[config.mk]
export PLATFORM = sky130hd
export DESIGN_NAME = load_store_unit_flat
export DESIGN_NICKNAME = d
export VERILOG_FILES = /design/src/rtl/load_store_unit_if.sv /design/src/rtl/load_store_unit.sv /design/src/flat_wrapper.sv
export SDC_FILE = /design/constraint.sdc
export NUM_CORES = 1
export LEC_CHECK = 0
export ABC_AREA = 1
export CAP_MARGIN = 0
export CORE_UTILIZATION = 30
export DETAILED_ROUTE_END_ITERATION = 10
export MAX_ROUTING_LAYER = met4
export SYNTH_ARGS = -nofsm -noshare
export SYNTH_HDL_FRONTEND = slang
export SYNTH_SLANG_ARGS = --single-unit
[constraint.sdc]
create_clock -name clk -period 6.4 [get_ports clk]
set_input_delay 1.28 -clock clk [delete_from_list [all_inputs] [get_ports clk]]
set_output_delay 1.28 -clock clk [all_outputs]
set_load 0.01 [all_outputs]
[src/rtl/load_store_unit_if.sv]
// ---------------------------------------------------------------------------
// load_store_unit_if
// Bundles the request, response and data-memory signals of the load/store
// unit.
//
//   master : requester / memory side (drives requests and mem_rdata)
//   slave  : the load_store_unit itself
//
// Signals
//   req_valid/req_ready            request handshake
//   req_write, req_funct3          store flag and RV32I size/sign code
//   req_addr, req_wdata            byte address and store data
//   resp_valid                     one-cycle completion pulse
//   resp_rdata, resp_misaligned    load result / rejection flag
//   mem_read, mem_write            word memory strobes
//   mem_addr, mem_wdata            word-aligned address and write word
//   mem_rdata                      combinational read data from memory
// ---------------------------------------------------------------------------
interface load_store_unit_if;
    logic        req_valid;
    logic        req_ready;
    logic        req_write;
    logic [2:0]  req_funct3;
    logic [31:0] req_addr;
    logic [31:0] req_wdata;
    logic        resp_valid;
    logic [31:0] resp_rdata;
    logic        resp_misaligned;
    logic        mem_read;
    logic        mem_write;
    logic [31:0] mem_addr;
    logic [31:0] mem_wdata;
    logic [31:0] mem_rdata;

    modport master (
        output req_valid, req_write, req_funct3, req_addr, req_wdata, mem_rdata,
        input  req_ready, resp_valid, resp_rdata, resp_misaligned,
               mem_read, mem_write, mem_addr, mem_wdata
    );

    modport slave (
        input  req_valid, req_write, req_funct3, req_addr, req_wdata, mem_rdata,
        output req_ready, resp_valid, resp_rdata, resp_misaligned,
               mem_read, mem_write, mem_addr, mem_wdata
    );
endinterface

[src/rtl/load_store_unit.sv]
// ---------------------------------------------------------------------------
// load_store_unit
// Translates RV32I loads/stores into accesses on a word-wide data memory.
// Sub-word loads are lane-selected and extended; sub-word stores use a
// read-modify-write (MERGE then WRITE) because the memory writes whole words.
// Misaligned or illegal requests are answered with resp_misaligned and never
// touch memory.
//
// Ports
//   clk    rising-edge clock
//   reset  synchronous, active-high
//   bus    load_store_unit_if.slave: request handshake, response and
//          data-memory signals
// ---------------------------------------------------------------------------
module load_store_unit (
    input  logic             clk,
    input  logic             reset,
    load_store_unit_if.slave bus
);

    typedef enum logic [2:0] {
        IDLE  = 3'd0,
        LOAD  = 3'd1,
        MERGE = 3'd2,
        WRITE = 3'd3,
        RESP  = 3'd4
    } state_t;

    state_t      state;
    state_t      state_next;
    logic [31:0] addr_q;
    logic [31:0] wdata_q;
    logic [2:0]  funct3_q;
    logic [31:0] merge_q;
    logic [31:0] resp_rdata_q;
    logic        resp_mis_q;
    logic        req_err;

    // Size legality differs between loads and stores; alignment is shared.
    function automatic logic is_illegal(input logic write, input logic [2:0] f3,
                                        input logic [1:0] a);
        logic bad_size;
        logic bad_align;
        if (write)
            bad_size = f3[2] | (f3[1:0] == 2'b11);
        else
            bad_size = (f3 == 3'b011) | (f3 == 3'b110) | (f3 == 3'b111);
        bad_align = ((f3[1:0] == 2'b01) & a[0]) |
                    ((f3[1:0] == 2'b10) & (a != 2'b00));
        return bad_size | bad_align;
    endfunction

    // Halfwords are aligned here, so shifting by a*8 equals shifting by a[1]*16.
    function automatic logic [31:0] load_extend(input logic [31:0] word,
                                                input logic [2:0]  f3,
                                                input logic [1:0]  a);
        logic [31:0]        lane;
        logic signed [7:0]  byte_s;
        logic signed [15:0] half_s;
        logic [31:0]        r;
        lane   = word >> {a, 3'b000};
        byte_s = signed'(lane[7:0]);
        half_s = signed'(lane[15:0]);
        case (f3)
            3'b000:  r = 32'(byte_s);
            3'b001:  r = 32'(half_s);
            3'b100:  r = {24'h0, lane[7:0]};
            3'b101:  r = {16'h0, lane[15:0]};
            default: r = word;
        endcase
        return r;
    endfunction

    function automatic logic [31:0] merge_lane(input logic [31:0] word,
                                               input logic [31:0] wd,
                                               input logic [1:0]  size,
                                               input logic [1:0]  a);
        logic [31:0] mask;
        logic [4:0]  sh;
        sh   = {a, 3'b000};
        mask = (size == 2'b00) ? 32'h0000_00FF : 32'h0000_FFFF;
        return (word & ~(mask << sh)) | ((wd & mask) << sh);
    endfunction

    assign req_err = is_illegal(bus.req_write, bus.req_funct3, bus.req_addr[1:0]);

    always_ff @(posedge clk) begin
        if (reset)
            state <= IDLE;
        else
            state <= state_next;
    end

    always_comb begin
        state_next = state;
        case (state)
            IDLE: begin
                if (bus.req_valid) begin
                    if (req_err)
                        state_next = RESP;
                    else if (!bus.req_write)
                        state_next = LOAD;
                    else if (bus.req_funct3[1:0] == 2'b10)
                        state_next = WRITE;
                    else
                        state_next = MERGE;
                end
            end
            LOAD:    state_next = RESP;
            MERGE:   state_next = WRITE;
            WRITE:   state_next = RESP;
            RESP:    state_next = IDLE;
            default: state_next = IDLE;
        endcase
    end

    // mem_write is gated by reset so an abandoned store never commits.
    always_comb begin
        bus.req_ready  = 1'b0;
        bus.resp_valid = 1'b0;
        bus.mem_read   = 1'b0;
        bus.mem_write  = 1'b0;
        bus.mem_addr   = 32'h0;
        bus.mem_wdata  = 32'h0;
        case (state)
            IDLE: bus.req_ready = 1'b1;
            LOAD, MERGE: begin
                bus.mem_read = 1'b1;
                bus.mem_addr = {addr_q[31:2], 2'b00};
            end
            WRITE: begin
                bus.mem_write = !reset;
                bus.mem_addr  = {addr_q[31:2], 2'b00};
                bus.mem_wdata = merge_q;
            end
            RESP:    bus.resp_valid = 1'b1;
            default: ;
        endcase
    end

    // Request latch, load result and merge word.
    always_ff @(posedge clk) begin
        if (reset) begin
            merge_q      <= 32'h0;
            resp_rdata_q <= 32'h0;
            resp_mis_q   <= 1'b0;
        end else begin
            case (state)
                IDLE: begin
                    if (bus.req_valid) begin
                        addr_q     <= bus.req_addr;
                        funct3_q   <= bus.req_funct3;
                        wdata_q    <= bus.req_wdata;
                        resp_mis_q <= req_err;
                        if (req_err || bus.req_write)
                            resp_rdata_q <= 32'h0;
                        // SW writes this directly; SB/SH overwrite it in MERGE.
                        if (bus.req_write)
                            merge_q <= bus.req_wdata;
                    end
                end
                LOAD:  resp_rdata_q <= load_extend(bus.mem_rdata, funct3_q, addr_q[1:0]);
                MERGE: merge_q <= merge_lane(bus.mem_rdata, wdata_q, funct3_q[1:0], addr_q[1:0]);
                default: ;
            endcase
        end
    end

    assign bus.resp_rdata      = resp_rdata_q;
    assign bus.resp_misaligned = resp_mis_q;

endmodule

[src/flat_wrapper.sv]
// flat-port wrapper written by rule: the top's interface ports become plain ports
module load_store_unit_flat 
  (clk, reset, bus_req_valid, bus_req_write, bus_req_funct3, bus_req_addr, bus_req_wdata, bus_mem_rdata, bus_req_ready, bus_resp_valid, bus_resp_rdata, bus_resp_misaligned, bus_mem_read, bus_mem_write, bus_mem_addr, bus_mem_wdata);
  load_store_unit_if bus_i ();
  input  logic clk;
  input  logic reset;
  input wire logic [$bits(bus_i.req_valid)-1:0] bus_req_valid;
  input wire logic [$bits(bus_i.req_write)-1:0] bus_req_write;
  input wire logic [$bits(bus_i.req_funct3)-1:0] bus_req_funct3;
  input wire logic [$bits(bus_i.req_addr)-1:0] bus_req_addr;
  input wire logic [$bits(bus_i.req_wdata)-1:0] bus_req_wdata;
  input wire logic [$bits(bus_i.mem_rdata)-1:0] bus_mem_rdata;
  output wire logic [$bits(bus_i.req_ready)-1:0] bus_req_ready;
  output wire logic [$bits(bus_i.resp_valid)-1:0] bus_resp_valid;
  output wire logic [$bits(bus_i.resp_rdata)-1:0] bus_resp_rdata;
  output wire logic [$bits(bus_i.resp_misaligned)-1:0] bus_resp_misaligned;
  output wire logic [$bits(bus_i.mem_read)-1:0] bus_mem_read;
  output wire logic [$bits(bus_i.mem_write)-1:0] bus_mem_write;
  output wire logic [$bits(bus_i.mem_addr)-1:0] bus_mem_addr;
  output wire logic [$bits(bus_i.mem_wdata)-1:0] bus_mem_wdata;
  assign bus_i.req_valid = bus_req_valid;
  assign bus_i.req_write = bus_req_write;
  assign bus_i.req_funct3 = bus_req_funct3;
  assign bus_i.req_addr = bus_req_addr;
  assign bus_i.req_wdata = bus_req_wdata;
  assign bus_i.mem_rdata = bus_mem_rdata;
  assign bus_req_ready = bus_i.req_ready;
  assign bus_resp_valid = bus_i.resp_valid;
  assign bus_resp_rdata = bus_i.resp_rdata;
  assign bus_resp_misaligned = bus_i.resp_misaligned;
  assign bus_mem_read = bus_i.mem_read;
  assign bus_mem_write = bus_i.mem_write;
  assign bus_mem_addr = bus_i.mem_addr;
  assign bus_mem_wdata = bus_i.mem_wdata;
  load_store_unit u_core (.clk(clk), .reset(reset), .bus(bus_i));
endmodule
Word level (Yosys, flattened, before mapping)
Index checks and enable logic that the tools add are counted.
Widths: inputs -> output; s select.
{"block": "word_totals", "ff_bits": 135, "latch_bits": 0, "ramBits": 0, "mem_bits_ro": 0, "word_cells": 73, "memories": 0}
{"block": "op_classes", "add_sub_neg": 0, "multipliers": 0, "div_mod_pow": 0, "magnitude_cmp": 0, "n_eq_ne": 16, "shift": 3, "mux": 20, "bitwise_logic": 12, "n_reduce_logical": 15}
{"operator": "$mux 32", "n": 6}
{"operator": "$pmux 32 s2", "n": 2}
{"operator": "$pmux 32 s4", "n": 1}
{"operator": "$and 32x32->32", "n": 2}
{"operator": "$shl 32x5->32", "n": 2}
{"operator": "$not 32->32", "n": 1}
{"operator": "$or 32x32->32", "n": 1}
{"operator": "$shr 32x5->16", "n": 1}
{"operator": "$mux 16", "n": 1}
{"operator": "$eq 3x3->1 const B", "n": 5}
{"operator": "$eq 3x2->1 const B", "n": 3}
{"operator": "$mux 3", "n": 3}
{"operator": "$pmux 3 s3", "n": 1}
{"operator": "$reduce_and 3->1", "n": 3}
{"operator": "$eq 3x1->1 const B", "n": 2}
{"operator": "$logic_not 3->1", "n": 2}
{"operator": "$mux 1", "n": 6}
{"operator": "$reduce_bool 2->1", "n": 3}
{"operator": "$or 1x1->1", "n": 5}
{"operator": "$eq 2x2->1 const B", "n": 2}
{"operator": "$ne 2x2->1 const B", "n": 2}
{"operator": "$reduce_or 2->1", "n": 2}
{"operator": "$reduce_or 3->1", "n": 1}
{"operator": "$and 1x1->1", "n": 2}
{"operator": "other kinds (7)", "n": 7}

Longest topological paths before layout
Gate-level depths: netlist (run 1).
{"block": "logic_depth", "ltp_word": 9, "mapped_depth": 11}

Worst setup path after synthesis (run 1)
Ideal clock, no wire load.
{"block": "synth_timing", "path_type": "input port to flip-flop", "start": "input port reset", "end": "register u_core.addr_q[0] (enable)", "setup_time_ps": 460, "t_arrival_ps": 3826, "required_time_ps": 5940, "path_slack_ps": 2115, "stages": 3, "path_cell_list": "clkbuf_1 > clkbuf_1 > nor2_1"}
{"block": "synth_via", "elab_chain_cells": 2}
{"element": "start, declared", "line": "flat_wrapper.sv:6", "source": "input logic reset;"}
{"element": "$not 1->1 (no line)"}
{"element": "$reduce_and 3->1 (no line)"}
{"element": "end signal, assigned", "line": "load_store_unit.sv:151", "source": "addr_q <= bus.req_addr;"}
{"element": "end, declared", "line": "load_store_unit.sv:31", "source": "logic [31:0] addr_q;"}
No other way between the ends.
A chain may end at the register's enable or synchronous reset.

Worst setup path after layout (run 1)
{"block": "layout_timing", "start": "input port reset", "end": "output port bus_mem_write"}
{"block": "layout_via", "elab_chain_cells": 2}
{"element": "$logic_not 1->1", "line": "load_store_unit.sv:132", "source": "bus.mem_write = !reset;"}
{"element": "$mux 1", "line": "load_store_unit.sv:125", "source": "case (state)"}
{"element": "end, declared", "line": "flat_wrapper.sv:18", "source": "output wire logic [$bits(bus_i.mem_write)-1:0] bus_mem_write;"}
No other way between the ends.

==> reports/metrics.csv, run 1 <==
metric,value,unit
synth_cell_types,34,
leakagePower,3.28,nW
yosysTopAreaCellShare,0.254,
io-pin-count,204,
powerDensity,242,nW/µm²
cp_max_fo,36,
cp-start-kind,primary input,
hold_violations,0,
synth_fa_ha_area_frac,0,
ant_nets,0,
slowest_delay,0.52,ns
grt_start_max_net_pins,65,
register_area,2890,µm²
cts_root_buf,clkbuf_16,
antenna_found_initial,1,
grtUsageTotal,0.204,
yosysWarnings,0,
chipWidth,144,µm
fin_util,0.446,
timing.final.max_slew_violations,0,
vias,5904,
slew_headroom,0.186,
worst-path-buf-inv,3,
htreeDepth,4,
drc,0,
synth_compound_area_frac,0.181,
numPortBuffers,201,
status,"finished, final reports clean",
fin_tns_setup,0,ns
vias_per_cell,4.75,
cap_violations,0,
final_cell_count_no_fill,1242,
synthCells,788,
dp.cells,1209,
path_cells,"clkdlybuf4s50_1, buf_4, nor2_1, clkdlybuf4s50_1",
critPathKind,in -> out,
start_util,0.308,
ys_top_cells_by_count,"nand2_1, nor2_1, a21oi_1",
drt-pass1-iter-count,5,
cts_resized,0,
synth_area,6030,µm²
cpLargestDelayFamily,buffers and inverters,
cts_tree,done,
drive_gt1_frac,0.0707,
place.gp.congestion,0.869,
cts.sinks,119,
total_power,2.12,mW
areaGrowthSynthToFinish,44.7,%
synthSimpleGateAreaFrac,0.235,
r2r-end,u_core.merge_q[22],
core-area,19600,µm²
final_area,8730,µm²
fillers,2005,
cts-buffers-inserted,17,
cp-end-kind,output pin,
setup_violations,0,
drt_iter0_drc,497,
yosysMostFrequentCell,nand2_1,
dieArea,20700,µm²
grt_overflow,0,
cpMostUsedCell,clkdlybuf4s50_1,
yosysTopAreaCell,edfxtp_1,
reg2reg_depth,8,
final.min_clock_period,4.01,ns
clk_transition_reported_paths,0.06,ns
r2r_slack,4.01,ns
tightest_slew,1.22,ns
clock.fmax,249,MHz
slowest_stage,clkdlybuf4s50_1,
path_depth,4,
grt_pass1_wl,30600,µm
synth_top_family_by_area,simple AND/OR/NAND/NOR gates,
cp.arrival,2.73,ns
hold_buffers,0,
rows,51,
vdd_drop_max,0.194,mV
hold_start,u_core.bus.resp_misaligned,
syn_avg_cell_area,7.66,µm²
nNetsFinal,1066,
rsz0062_at_grt,false,
r2r_start,u_core.addr_q[1],
finalCritPeriodShare,0.627,
synth_mux_area_frac,0,
cts_setup_buffers,0,
hold_class,reg -> reg,
synth-main-ff-cell,dfxtp_1,
dp_hpwl,14600,µm
grt_pass1_vias,5782,
dieHeight,144,µm
synth-seq-cells,119,
multi_input_area,2530,µm²
required,5.12,ns
crit_start,reset,
yosysSeqAreaShare,0.479,
synth-edff-count,51,
post_drt_wl_per_cell,16.1,µm
synthXorXnorAreaFrac,0,
crit_path_end,bus_mem_write,
skew,0.00959,ns
async_flop_share,0,
ys_top_cells_by_area,"edfxtp_1, dfxtp_1, nand2_1",
clk_latency,0.42,ns
wirelength,19900,µm
clock_path_buffers,2,
placed_area,8160,µm²
==> cells by family after synthesis <==
group                  Yosys count
AND/OR/NAND/NOR                321
AO/OA/AOI/OAI                  202
other                            1
buffers and inverters          145
flip-flops                     119
==> power by group <==
part	switching, mW	total (mW)	internal, mW
clock network	0.341	0.927	0.586
registers	0.0260	0.873	0.847
logic	0.183	0.316	0.133
total	0.550	2.12	1.57
==> metal layers <==
metal | share of wire | GRT usage
met3 | 0.10 | 0.0766
met1 | 0.42 | 0.234
met2 | 0.47 | 0.330
met5 | 0 | -
met4 | 0.012 | 0.0577
==> registers in the layout, summed over array words and instances (netlist names) <==
register / count
u_core.bus.resp_misaligned: 1
u_core.funct3_q: 3
u_core.merge_q: 32
u_core.addr_q: 32
u_core.bus.resp_rdata: 32
u_core.state: 3
u_core.wdata_q: 16
==> worst reg2reg max path, cell delays in order, from the launching register on <==
cell      delay, ns
edfxtp_1       0.55
inv_2          0.31
nand2_1        0.36
nor2_2         0.49
nor2_2         0.14
nand2_1        0.11
nand3_1        0.10
o21ai_0        0.09
a21oi_1        0.08
==> final cells by class <==
cell class	instances	share of cell area
flip-flops and latches	119	0.331
multi-input cells	525	0.289
repair buffers	206	0.235
clock buffers	25	0.0580
inverters	94	0.0407
well taps	265	0.0380
clock inverters	7	0.00759
diodes	1	0.000287
==> placed cells by master, fill, tap and decap left out, drive strengths merged, types with 14 or more instances in the layout <==
cell type and n:
nand3 70, nand2 132, o21ai 72, or2 16
dfxtp 68, clkdlybuf4s50 201, o211ai 21, edfxtp 51
nor2 99, a21oi 92, inv 93, a31oi 14
clkbuf 25
==> metrics by stage <==
stage | setup slack, ns | hold WS (ns)
6_report | 2.39 | 0.474
4_1_cts | 2.38 | 0.482
5_1_grt | 2.32 | 0.502
3_3_place_gp | 2.36 | 0.457
2_1_floorplan | 2.11 | 0.488
3_5_place_dp | 2.39 | 0.475
==> how the worst min path moves through the flow <==
stage                                       endpoint  slack, ns  cells after the start
final                     u_core.bus.resp_misaligned       0.47                      2
after global routing      u_core.bus.resp_misaligned       0.50                      2
after CTS                   u_core.bus.resp_rdata[2]       0.48                      2
after detailed placement  u_core.bus.resp_misaligned       0.48                      2
after global placement    u_core.bus.resp_misaligned       0.46                      2
after floorplan           u_core.bus.resp_misaligned       0.49                      2
No activity file was read; power rests on OpenSTA's default activity.
==> inputs of run 2 (changes only) <==
- clock period: 6.4 -> 3.5 ns (I/O delays scaled with it)
==> run 2 against run 1 <==
Die area did not move. Register-to-register slack got worse by 2.8 ns. Cell count is 0.56% higher. Wire length down 0.76%. Clock power is 68% higher. Critical path depth is 1 higher. Final area is essentially flat. Combinational power grew 83%. Largest cell class unchanged.
==> reports/metrics.csv, run 2 (same netlist as run 1, synthesis figures left out) <==
metric,value,unit,change
status,"finished, final reports clean",,
tightest_slew,0.915,ns,-0.304 ns
cap_violations,0,,unchanged
multi_input_area,2530,µm²,unchanged
met2_usage,0.321,,-0.00915
areaGrowthSynthToFinish,44.7,%,about the same
post_drt_wl_per_cell,15.8,µm,-1.3%
cts_tree,done,,
dieHeight,144,µm,unchanged
cp_max_fo,33,,-8.3%
fillers,2017,,+0.60%
grt_pass1_wl,30200,µm,-1.4%
power.switching,962,µW,+75%
drc,0,,unchanged
hold_violations,0,,unchanged
cts_root_buf,clkbuf_16,,
vias_per_cell,4.71,,-0.95%
vias,5881,,-0.39%
final_area,8730,µm²,about the same
cts.sinks,119,,unchanged
required,2.80,ns,-2.32 ns
powerDensity,428,nW/µm²,+77%
clock_path_buffers,2,,unchanged
cp.arrival,2.03,ns,-0.70 ns
drt-pass1-iter-count,5,,unchanged
numPortBuffers,201,,unchanged
start_util,0.308,,unchanged
core-area,19600,µm²,unchanged
placed_area,8200,µm²,+0.55%
slowest_delay,0.60,ns,+0.08 ns
slowest_stage,clkdlybuf4s50_1,,
finalCritPeriodShare,0.780,,
grtUsageTotal,0.201,,-0.00265
clockPowerShare,0.417,,-0.021
antenna_found_initial,2,,+1
leakagePower,3.30,nW,+0.35%
worst-path-buf-inv,3,,unchanged
drt_iter0_drc,486,,-2.2%
cts_setup_buffers,0,,unchanged
p_seq_frac,0.428,,+0.016
timing.final.max_slew_violations,0,,unchanged
hold_buffers,0,,unchanged
drive_gt1_frac,0.0733,,+0.00262
io-pin-count,204,,unchanged
use_met1,0.238,,+0.00371
intPower,2.77,mW,+77%
cp-start-kind,flop,,
rsz0062_at_grt,false,,
cp-end-kind,output pin,,
setup_violations,0,,unchanged
chipWidth,144,µm,unchanged
rows,51,,unchanged
final_cell_mix,"clkdlybuf4s50_1, nand2_1, nor2_1",,
wirelength,19800,µm,-0.76%
critPathKind,reg -> out,,
register_area,2890,µm²,unchanged
hold_class,reg -> reg,,
grt_overflow,0,,unchanged
vdd_drop_max,0.351,mV,+81%
cpLargestDelayFamily,buffers and inverters,,
fin_tns_setup,0,ns,unchanged
grt_use_met3,0.0780,,+0.00133
cts-buffers-inserted,17,,unchanged
dieArea,20700,µm²,unchanged
htreeDepth,4,,unchanged
ant_nets,0,,unchanged
busiest_layer,met2,,
comb_power_share,0.155,,+0.006
cts_resized,0,,unchanged
final.min_clock_period,2.73,ns,
dp_hpwl,14800,µm,+0.92%
clock.fmax,366,MHz,
path_cells,"inv_1, nand3_1, buf_4, nor2_1, clkdlybuf4s50_1",,
clk_latency,0.41,ns,about the same
sw_frac_of_total,0.258,,-0.00241
grt_start_max_net_pins,65,,unchanged
layout_commonest_cell,clkdlybuf4s50_1,,
clk_transition_reported_paths,0.05,ns,about the same
nNetsFinal,1072,,+0.56%
skew,0.00696,ns,-0.00263 ns
place.gp.congestion,0.899,,+3.4%
grt_pass1_vias,5686,,-1.7%
slew_headroom,0.390,,+0.204
==> run 2: cell count changes in the layout (fill, tap and decap cells not counted), sizes merged <==
cell,delta
bufinv,-1
clkbuf,+3
diode,+1
clkinvlp,-2
clkinv,+1
inv,-1
buf,+6
==> run 2: layout make-up <==
type / count / area share
flip-flops and latches: 119 / 0.331
multi-input cells: 525 / 0.289
repair buffers: 212 / 0.240
clock buffers: 28 / 0.0580
inverters: 94 / 0.0407
well taps: 265 / 0.0380
clock inverters: 4 / 0.00229
diodes: 2 / 0.000573
==> run 2: worst paths after layout <==
kind | startpoint | endpoint | slack, ns | cells after the start
worst min-delay path | u_core.bus.resp_misaligned | u_core.bus.resp_misaligned | 0.48 | 2
worst max register to register | u_core.addr_q[1] | u_core.merge_q[16] | 1.17 | 8
worst min register to register | u_core.bus.resp_misaligned | u_core.bus.resp_misaligned | 0.48 | 2
worst max-delay path | u_core.state[2] | bus_mem_write | 0.77 | 5
==> run 2: power groups by stage <==
stage / sequential (mW) / clock (mW) / combinational [mW]
floorplan: 1.61 / 0 / 0.332
global placement: 1.63 / 0 / 0.575
detailed placement: 1.63 / 0 / 0.579
CTS: 1.60 / 1.59 / 0.582
global route: 1.61 / 1.66 / 0.641
finish: 1.60 / 1.56 / 0.578
==> run 2: worst register-to-register path: stages (launching register included) <==
cell and delay (ns):
edfxtp_1 0.55, inv_2 0.30, nand2_1 0.34, nor2_2 0.47, nor2_2 0.15, nand2_1 0.10, nand3_1 0.10, o21ai_1 0.10
a21oi_1 0.08
==> run 2: per-layer routing <==
metal	vias up	routed length, µm
li1	2974	-
met1	2663	8420
met2	231	9320
met3	13	1870
met4	0	180
met5	-	0
==> run 2: through the flow <==
| stage | power, mW | setup WS [ns] | hold slack [ns] | instances | util |
|---|---|---|---|---|---|
| 2_1_floorplan | 1.94 | 0.643 | 0.488 | 789 | - |
| 3_3_place_gp | 2.20 | 0.745 | 0.464 | 1215 | 0.419 |
| 3_5_place_dp | 2.20 | 0.764 | 0.467 | 1215 | 0.419 |
| 4_1_cts | 3.77 | 0.739 | 0.483 | 1247 | 0.446 |
| 5_1_grt | 3.91 | 0.618 | 0.498 | 1249 | 0.446 |
| 6_report | 3.73 | 0.771 | 0.475 | 1249 | 0.446 |
